--- src/rtl/mips_pkg.sv ---
// Shared types and constants for the MIPS32 fetch stage.
package mips_pkg;

    localparam int          INSTR_W          = 32;
    localparam logic [31:0] NOP_INSTR        = 32'h0000_0000;
    localparam logic [31:0] RESET_PC_DEFAULT = 32'h0000_0000;

    typedef enum logic [1:0] {
        REQ,
        DROP,
        HOLD
    } fetch_state_t;

    function automatic logic [31:0] word_align(input logic [31:0] addr);
        return addr & ~32'h0000_0003;
    endfunction

endpackage

--- src/rtl/fetch_hold_buf.sv ---
// One-entry skid register that keeps a fetched word (and its PC) while
// decode is stalled.
module fetch_hold_buf
    import mips_pkg::*;
(
    input  logic               clk,
    input  logic               reset,
    input  logic               load,
    input  logic               clear,
    input  logic [INSTR_W-1:0] instr_d,
    input  logic [31:0]        pc_d,
    output logic [INSTR_W-1:0] instr_q,
    output logic [31:0]        pc_q
);

    // NOTE: non-blocking assignments so every register samples pre-edge values.
    always_ff @(posedge clk or posedge reset) begin
        if (reset) begin
            instr_q <= NOP_INSTR;
            pc_q    <= 32'h0;
        end else if (clear) begin
            instr_q <= NOP_INSTR;
            pc_q    <= 32'h0;
        end else if (load) begin
            instr_q <= instr_d;
            pc_q    <= pc_d;
        end
    end

endmodule

--- src/rtl/fetch_unit.sv ---
// Instruction-fetch stage: owns the PC, talks req/ack to instruction memory
// and drives the IF/ID register consumed by decode.
module fetch_unit
    import mips_pkg::*;
#(
    parameter logic [31:0] RESET_PC = RESET_PC_DEFAULT
) (
    input  logic               clk,
    input  logic               reset,
    output logic               imem_req,
    output logic [31:0]        imem_addr,
    input  logic               imem_ack,
    input  logic [INSTR_W-1:0] imem_rdata,
    input  logic               stall,
    input  logic               redirect,
    input  logic [31:0]        redirect_pc,
    output logic               if_valid,
    output logic [INSTR_W-1:0] if_instr,
    output logic [31:0]        if_pc,
    output logic [31:0]        if_pc_plus4
);

    fetch_state_t       state;
    logic [31:0]        pc;
    logic [31:0]        target;
    logic               ack;
    logic               can_load;
    logic               load_if;
    logic               buf_load;
    logic               buf_clear;
    logic [INSTR_W-1:0] load_instr;
    logic [31:0]        load_pc;
    logic [INSTR_W-1:0] buf_instr;
    logic [31:0]        buf_pc;
    logic [31:0]        redirect_aligned;
    logic [31:0]        pc_next_seq;

    // The request is held through DROP so the address stays stable until ack.
    assign imem_req         = !reset && (state != HOLD);
    assign imem_addr        = pc;
    assign ack              = imem_ack && imem_req;
    assign can_load         = !if_valid || !stall;
    assign redirect_aligned = word_align(redirect_pc);
    assign pc_next_seq      = pc + 32'd4;

    // NOTE: defaults first so every path assigns every output and no latch forms.
    always_comb begin
        load_if    = 1'b0;
        buf_load   = 1'b0;
        buf_clear  = 1'b0;
        load_instr = imem_rdata;
        load_pc    = pc;
        if (redirect) begin
            buf_clear = (state == HOLD);
        end else begin
            case (state)
                REQ: begin
                    if (ack) begin
                        load_if  = can_load;
                        buf_load = !can_load;
                    end
                end
                HOLD: begin
                    if (can_load) begin
                        load_if    = 1'b1;
                        load_instr = buf_instr;
                        load_pc    = buf_pc;
                    end
                end
                default: ;
            endcase
        end
    end

    fetch_hold_buf u_hold_buf (
        .clk     (clk),
        .reset   (reset),
        .load    (buf_load),
        .clear   (buf_clear),
        .instr_d (imem_rdata),
        .pc_d    (pc),
        .instr_q (buf_instr),
        .pc_q    (buf_pc)
    );

    always_ff @(posedge clk or posedge reset) begin
        if (reset) begin
            state       <= REQ;
            pc          <= RESET_PC;
            target      <= RESET_PC;
            if_valid    <= 1'b0;
            if_instr    <= NOP_INSTR;
            if_pc       <= 32'h0;
            if_pc_plus4 <= 32'h0;
        end else begin
            case (state)
                REQ: begin
                    if (ack) begin
                        if (redirect) begin
                            pc <= redirect_aligned;
                        end else begin
                            pc <= pc_next_seq;
                            if (!can_load) state <= HOLD;
                        end
                    end else if (redirect) begin
                        target <= redirect_aligned;
                        state  <= DROP;
                    end
                end
                DROP: begin
                    if (redirect) target <= redirect_aligned;
                    if (ack) begin
                        pc    <= redirect ? redirect_aligned : target;
                        state <= REQ;
                    end
                end
                HOLD: begin
                    if (redirect) begin
                        pc    <= redirect_aligned;
                        state <= REQ;
                    end else if (can_load) begin
                        state <= REQ;
                    end
                end
                default: state <= REQ;
            endcase

            // A redirect squashes IF/ID even while decode is stalled.
            if (redirect) begin
                if_valid <= 1'b0;
                if_instr <= NOP_INSTR;
            end else if (load_if) begin
                if_valid    <= 1'b1;
                if_instr    <= load_instr;
                if_pc       <= load_pc;
                if_pc_plus4 <= load_pc + 32'd4;
            end else if (!stall) begin
                if_valid <= 1'b0;
                if_instr <= NOP_INSTR;
            end
        end
    end

endmodule

--- config.mk ---
export PLATFORM = sky130hd
export DESIGN_NAME = fetch_unit
export DESIGN_NICKNAME = d
export VERILOG_FILES = /design/src/rtl/mips_pkg.sv /design/src/rtl/fetch_hold_buf.sv /design/src/rtl/fetch_unit.sv
export SDC_FILE = /design/constraint.sdc
export NUM_CORES = 1
export LEC_CHECK = 0
export BUFFER_PORTS_ARGS = -buffer_cell sky130_fd_sc_hd__buf_2
export CELL_PAD_IN_SITES_DETAIL_PLACEMENT = 0
export CELL_PAD_IN_SITES_GLOBAL_PLACEMENT = 1
export CORE_MARGIN = 3
export CORE_UTILIZATION = 44
export DETAILED_ROUTE_END_ITERATION = 6
export PLACE_DENSITY = 0.89
export SKIP_CTS_REPAIR_TIMING = 1
export SLEW_MARGIN = 20
export SYNTH_ARGS = -nofsm -noshare
export SYNTH_HDL_FRONTEND = slang
export SYNTH_HIERARCHICAL = 1
export SYNTH_SLANG_ARGS = --single-unit
--- constraint.sdc ---
create_clock -name clk -period 6.4 [get_ports clk]
set_clock_uncertainty 0.1 [all_clocks]
set_input_delay 1.28 -clock clk [delete_from_list [all_inputs] [get_ports clk]]
set_output_delay 1.28 -clock clk [all_outputs]
set_load 0.01 [all_outputs]
# --- Word level (Yosys, flattened, before mapping) ---
# Index checks and enable logic that the tools add are counted.
word_totals:
  word_cells: 78
  reg_bits: 227
op_classes:
  n_bitwise: 1
  n_reduce_logical: 15
  n_mux: 39
  n_eq_ne: 12
  n_addsub: 2
op_table:
  columns: ["op", "count"]
  rows:
  - ["2-to-1 mux 32 bit", 18]
  - ["one-hot mux 32 bit (3 select lines)", 1]
  - ["adder 32 x 3 -> 32 bit, second input constant", 2]
  - ["one-hot mux 32 bit (2 select lines)", 1]
  - ["2-to-1 mux 2 bit", 7]
  - ["inequality test 3 bit, second input constant", 4]
  - ["2-to-1 mux 1 bit", 10]
  - ["inequality test 2 bit, second input constant", 5]
  - ["one-hot mux 2 bit (3 select lines)", 1]
  - ["AND reduction 5 bit", 1]
  - ["zero test 1 bit", 4]
  - ["AND reduction 2 bit", 2]
  - ["AND reduction 4 bit", 1]
  - ["nonzero test 2 bit", 2]
  - ["inequality test 3 x 1 -> 1 bit, second input constant", 1]
  - ["nonzero test 3 bit", 1]
  - ["equality test 2 x 1 -> 1 bit, second input constant", 1]
  - ["equality test 2 bit, second input constant", 1]
  - ["logical AND 1 bit", 2]
  - ["zero test 2 bit", 1]
  - ["one-hot mux 1 bit (2 select lines)", 1]
  - ["logical OR 1 bit", 1]
  - ["NOT 1 bit", 1]

# --- Logic depth before layout (Yosys ltp) ---
depth:
  ltp_word: 8
  depth_mapped: 17

# --- Modules after synthesis ---
# Netlist, hierarchy kept.
modules_own_cells:
  columns: ["mod", "area_each_um2", "cells_per_inst", "n_inst"]
  rows:
  - ["fetch_unit", 8715.9, 933, 1]
  - ["fetch_hold_buf", 2621.3, 207, 1]

# --- Worst setup path before layout ---
# Ideal clock, no wire load.
synth_timing:
  kind: "input to register"
  from: "input port stall"
  to: "register if_pc_plus4[28]"
  setup_slack_ps: 2192
  cell_stages: 15
  arrival_time_ps: 3975
  required_ps: 6167
  path_cell_list: "and2_1 > buf_2 > nor2_4 > buf_2 > buf_2 > clkbuf_1 > nand2_1 > nand2_1 > ha_1 > nand2_1 > nor4_1 > a22oi_1 > a2111oi_1 > xor2_1 > o21ai_0"
synth_between:
  elab_chain_cells: 6
  word_cells_on_any_way: 11
  classes_between: "1 x add/sub; 7 x mux; 3 x reduce/logical"
synth_lines:
  columns: ["element", "line", "text"]
  rows:
  - ["from (decl)", "fetch_unit.sv:14", "input logic stall,"]
  - ["zero test 1 bit", null, null]
  - ["logical OR 1 bit", "fetch_unit.sv:42", "assign can_load = !if_valid || !stall;"]
  - ["2-to-1 mux 32 bit", "fetch_unit.sv:64", "if (can_load) begin"]
  - ["2-to-1 mux 32 bit", "fetch_unit.sv:56", "case (state)"]
  - ["2-to-1 mux 32 bit", "fetch_unit.sv:53", "if (redirect) begin"]
  - ["net load_pc[2]", "fetch_unit.sv:32", "logic [31:0] load_pc;"]
  - ["adder 32 x 3 -> 32 bit", "fetch_unit.sv:136", "if_pc_plus4 <= load_pc + 32'd4;"]
  - ["to (signal assigned)", "fetch_unit.sv:136", null]
  - ["to (decl)", "fetch_unit.sv:20", "output logic [31:0] if_pc_plus4"]
# The timed path passes the listed nets, and every way through them passes these cells.
# A chain may end at the register's enable or synchronous reset.

# --- Final worst setup path ---
layout_timing:
  from: "input port redirect"
  to: "register if_pc_plus4[13]"
layout_between:
  elab_chain_cells: 2
  word_cells_on_any_way: 5
  classes_between: "1 x add/sub; 2 x mux; 1 x bitwise; 1 x reduce/logical"
layout_lines:
  columns: ["element", "line", "text"]
  rows:
  - ["from (decl)", "fetch_unit.sv:15", "input logic redirect,"]
  - ["2-to-1 mux 32 bit, or another cell as far along", "fetch_unit.sv:53", null]
  - ["adder 32 x 3 -> 32 bit or AND reduction 2 bit (tied branches)", null, null]
# Parallel ways exist; a longest one is shown, timed or not.

==> results.sh <==
export IMPL_gr_usage_all_layers_pct=21.7
export IMPL_hold_class="flip-flop to flip-flop"
export IMPL_path_cells="buf_2 > buf_4 > nand2b_4 > nor2_4 > buf_4 > mux2i_1 > or4_1 > and2_0 > a22o_1"
export IMPL_avgSynthCellArea_um2=9.94
export IMPL_viasPerCell=5.58
export IMPL_overflow=0
export IMPL_nNetsFinal=1370
export IMPL_vdd_drop_max_mv=0.248
export IMPL_p_leak_nw=6.03
export IMPL_syn_area_um2=11300
export IMPL_grt_pass1_vias=8839
export IMPL_slew_viol_final=0
export IMPL_yosysTopAreaCell="dfrtp_1"
export IMPL_cts_buffers=26
export IMPL_total_power_mw=6.10
export IMPL_drcViolationCount=0
export IMPL_syn_to_final_growth_pct=17.4
export IMPL_die_y_um=167
export IMPL_yosysTopAreaCellShare_pct=49.7
export IMPL_period_needed_ns=3.75
export IMPL_cts_tree="built"
export IMPL_worst_slew_pin_slew_ns=1.11
export IMPL_synthDistinctLibCells=63
export IMPL_grt_pass1_wl_mm=49.9
export IMPL_slowest_stage="or4_1"
export IMPL_cts_root_buf="clkbuf_16"
export IMPL_ctsLongestPathBuffers=3
export IMPL_antenna_left=0
export IMPL_ios=199
export IMPL_fin_hold_ws_ns=0.373
export IMPL_rsz0062_at_grt="false"
export IMPL_clock_sinks=225
export IMPL_maxCapViolCount=0
export IMPL_clock_latency_ns=0.52
export IMPL_fmax_mhz=267
export IMPL_first_iter_violations=910
export IMPL_initial_utilization_pct=44.9
export IMPL_antenna_found_initial=1
export IMPL_fin_setup_tns_ns=0
export IMPL_grt_max_degree=113
export IMPL_finalHoldViolCount=0
export IMPL_io_buffer_count=196
export IMPL_seq_area_frac_synth_pct=49.7
export IMPL_seq_area_um2=5630
export IMPL_place_hpwl_mm=21.2
export IMPL_routed_wire_length_per_instance_um=18.8
export IMPL_final_core_util_pct=52.7
export IMPL_path_clk_slew_ns=0.06
export IMPL_rows=58
export IMPL_yosysWarnings=6
export IMPL_synthArstFlopShare_pct=100
export IMPL_drtPass1Iterations=5
export IMPL_multi_input_area_um2=5260
export IMPL_syn_instance_count=1140
export IMPL_setup_viol=0
export IMPL_core_um2=25300
export IMPL_dieWidth_um=167
export IMPL_p_per_area_nw_per_um2=458
export IMPL_cts_max_level=1
export IMPL_num_fill_cells=2362
export IMPL_yosys_top_cells_count="225 x dfrtp_1, 163 x nand2_1, 128 x mux2i_1, 118 x nor2_1, 105 x o21ai_0"
export IMPL_slowest_delay_ns=0.69
export IMPL_crit_arrival_ns=4.06
export IMPL_synth_area_leaders="dfrtp_1 50%, mux2i_1 11%, nand2_1 5.4%"
export IMPL_cp_common_cell="buf_4"
export IMPL_startpoint_type="primary input"
export IMPL_relSlewSlack_pct=26.0
export IMPL_drive_above_1_share_pct=22.8
export IMPL_crit_type="primary input to flip-flop"
export IMPL_end_kind="flip-flop"
export IMPL_ys_flop_type="dfrtp_1"
export IMPL_gp_congestion=0.852
export IMPL_status="finished, final reports clean"
export IMPL_synth_most_common_cell="dfrtp_1"
export IMPL_drt_wl_total_mm=30.9
export IMPL_die_area_um2=27700
export IMPL_crit_required_ns=6.71
export IMPL_syn_num_nets=1215
export IMPL_finalCritPeriodShare_pct=58.6
export IMPL_synth_edff_count=0
export IMPL_vias=9171
export IMPL_ys_seq_elements=225
export IMPL_path_max_fanout=46
-- registers in the layout (all words and copies together), names as in the netlist --
signal	flops
state	2
target	32
u_hold_buf/pc_q	32
imem_addr	32
if_pc	32
u_hold_buf/instr_q	32
if_instr	32
if_pc_plus4	30
if_valid	1
-- critical path, delay by kind of cell --
kind,cells,cell delay (ns)
multiplexers,1,0.25
AO/OA/AOI/OAI,1,0.19
buffers and inverters,3,0.89
AND/OR/NAND/NOR,4,1.42
-- area by class of cell --
type	count	share of cell area [%]
repair buffers	210	8.19
clock inverters	8	0.564
inverters	12	0.376
diodes	1	0.0188
flip-flops and latches	225	42.3
clock buffers	38	5.91
multi-input cells	820	39.5
well taps	330	3.10
-- report_power, final --
group / switching (mW) / internal (mW)
logic: 1.35 / 0.915
clock network: 0.585 / 0.889
registers: 0.461 / 1.90
total: 2.39 / 3.71
-- cell usage in the layout, fill, tap and decap left out, types with 9 or more instances in the layout --
cell type  synthesis  routed
mux2i_1          128     128
nor2_1           118     117
and3_1            17      17
nand3_1           21      21
a221oi_1          22      22
o22ai_1           11      11
o21ai_0          105     105
nand4_1           11      11
xor2_1            29      29
mux2_2            30      30
inv_1             11       9
buf_2             20     196
nand2_1          163     163
a21oi_1           13      13
dfrtp_1          225     225
nor3_1            18      18
a31oi_1           12      12
nor4_1             9       9
clkbuf_16          0      27
xnor2_1           19      19
buf_4              2      13
-- layer usage --
| metal | up-vias | track usage, % | wire (um) |
|---|---|---|---|
| met1 | 4488 | 33.1 | 14900 |
| met3 | 33 | 3.58 | 1920 |
| met5 | - | 0 | 0 |
| met4 | 0 | 4.16 | 483 |
| li1 | 4324 | - | - |
| met2 | 326 | 33.0 | 13600 |
-- path summary, 6_finish.rpt --
check                             from         endpoint  slack (ns)  cells past startpoint
hold reg to reg            if_instr[0]      if_instr[0]        0.37                      2
setup / recovery              redirect  if_pc_plus4[13]        2.65                      9
min in group asynchronous        reset    imem_addr[11]        0.84                      2
setup reg to reg              state[0]  if_pc_plus4[24]        2.81                     13
hold / removal             if_instr[0]      if_instr[0]        0.37                      2
max in group asynchronous        reset        if_pc[21]        4.28                      3
-- metrics by stage --
stage | area, um2 | setup slack (ns) | instances
6_report | 13300 | 2.65 | 1644
5_1_grt | 13300 | 2.23 | 1644
4_1_cts | 13300 | 2.64 | 1643
3_5_place_dp | 12400 | 2.10 | 1597
3_3_place_gp | 12400 | 2.12 | 1597
2_1_floorplan | 11300 | 0.672 | 1140
-- logic make-up (layout without fill, tap and decap cells) --
logic type	count (synthesis)	in the layout	synth area share, %
AO/OA/AOI/OAI	217	217	12.1
XOR/XNOR	48	48	3.71
adder cells (fa/ha/maj)	6	6	0.662
buffers and inverters	95	268	4.29
flip-flops	225	225	49.7
multiplexers	158	158	14.3
other	0	1	0
AND/OR/NAND/NOR	391	391	15.3
(Power assumes the default switching activity.)
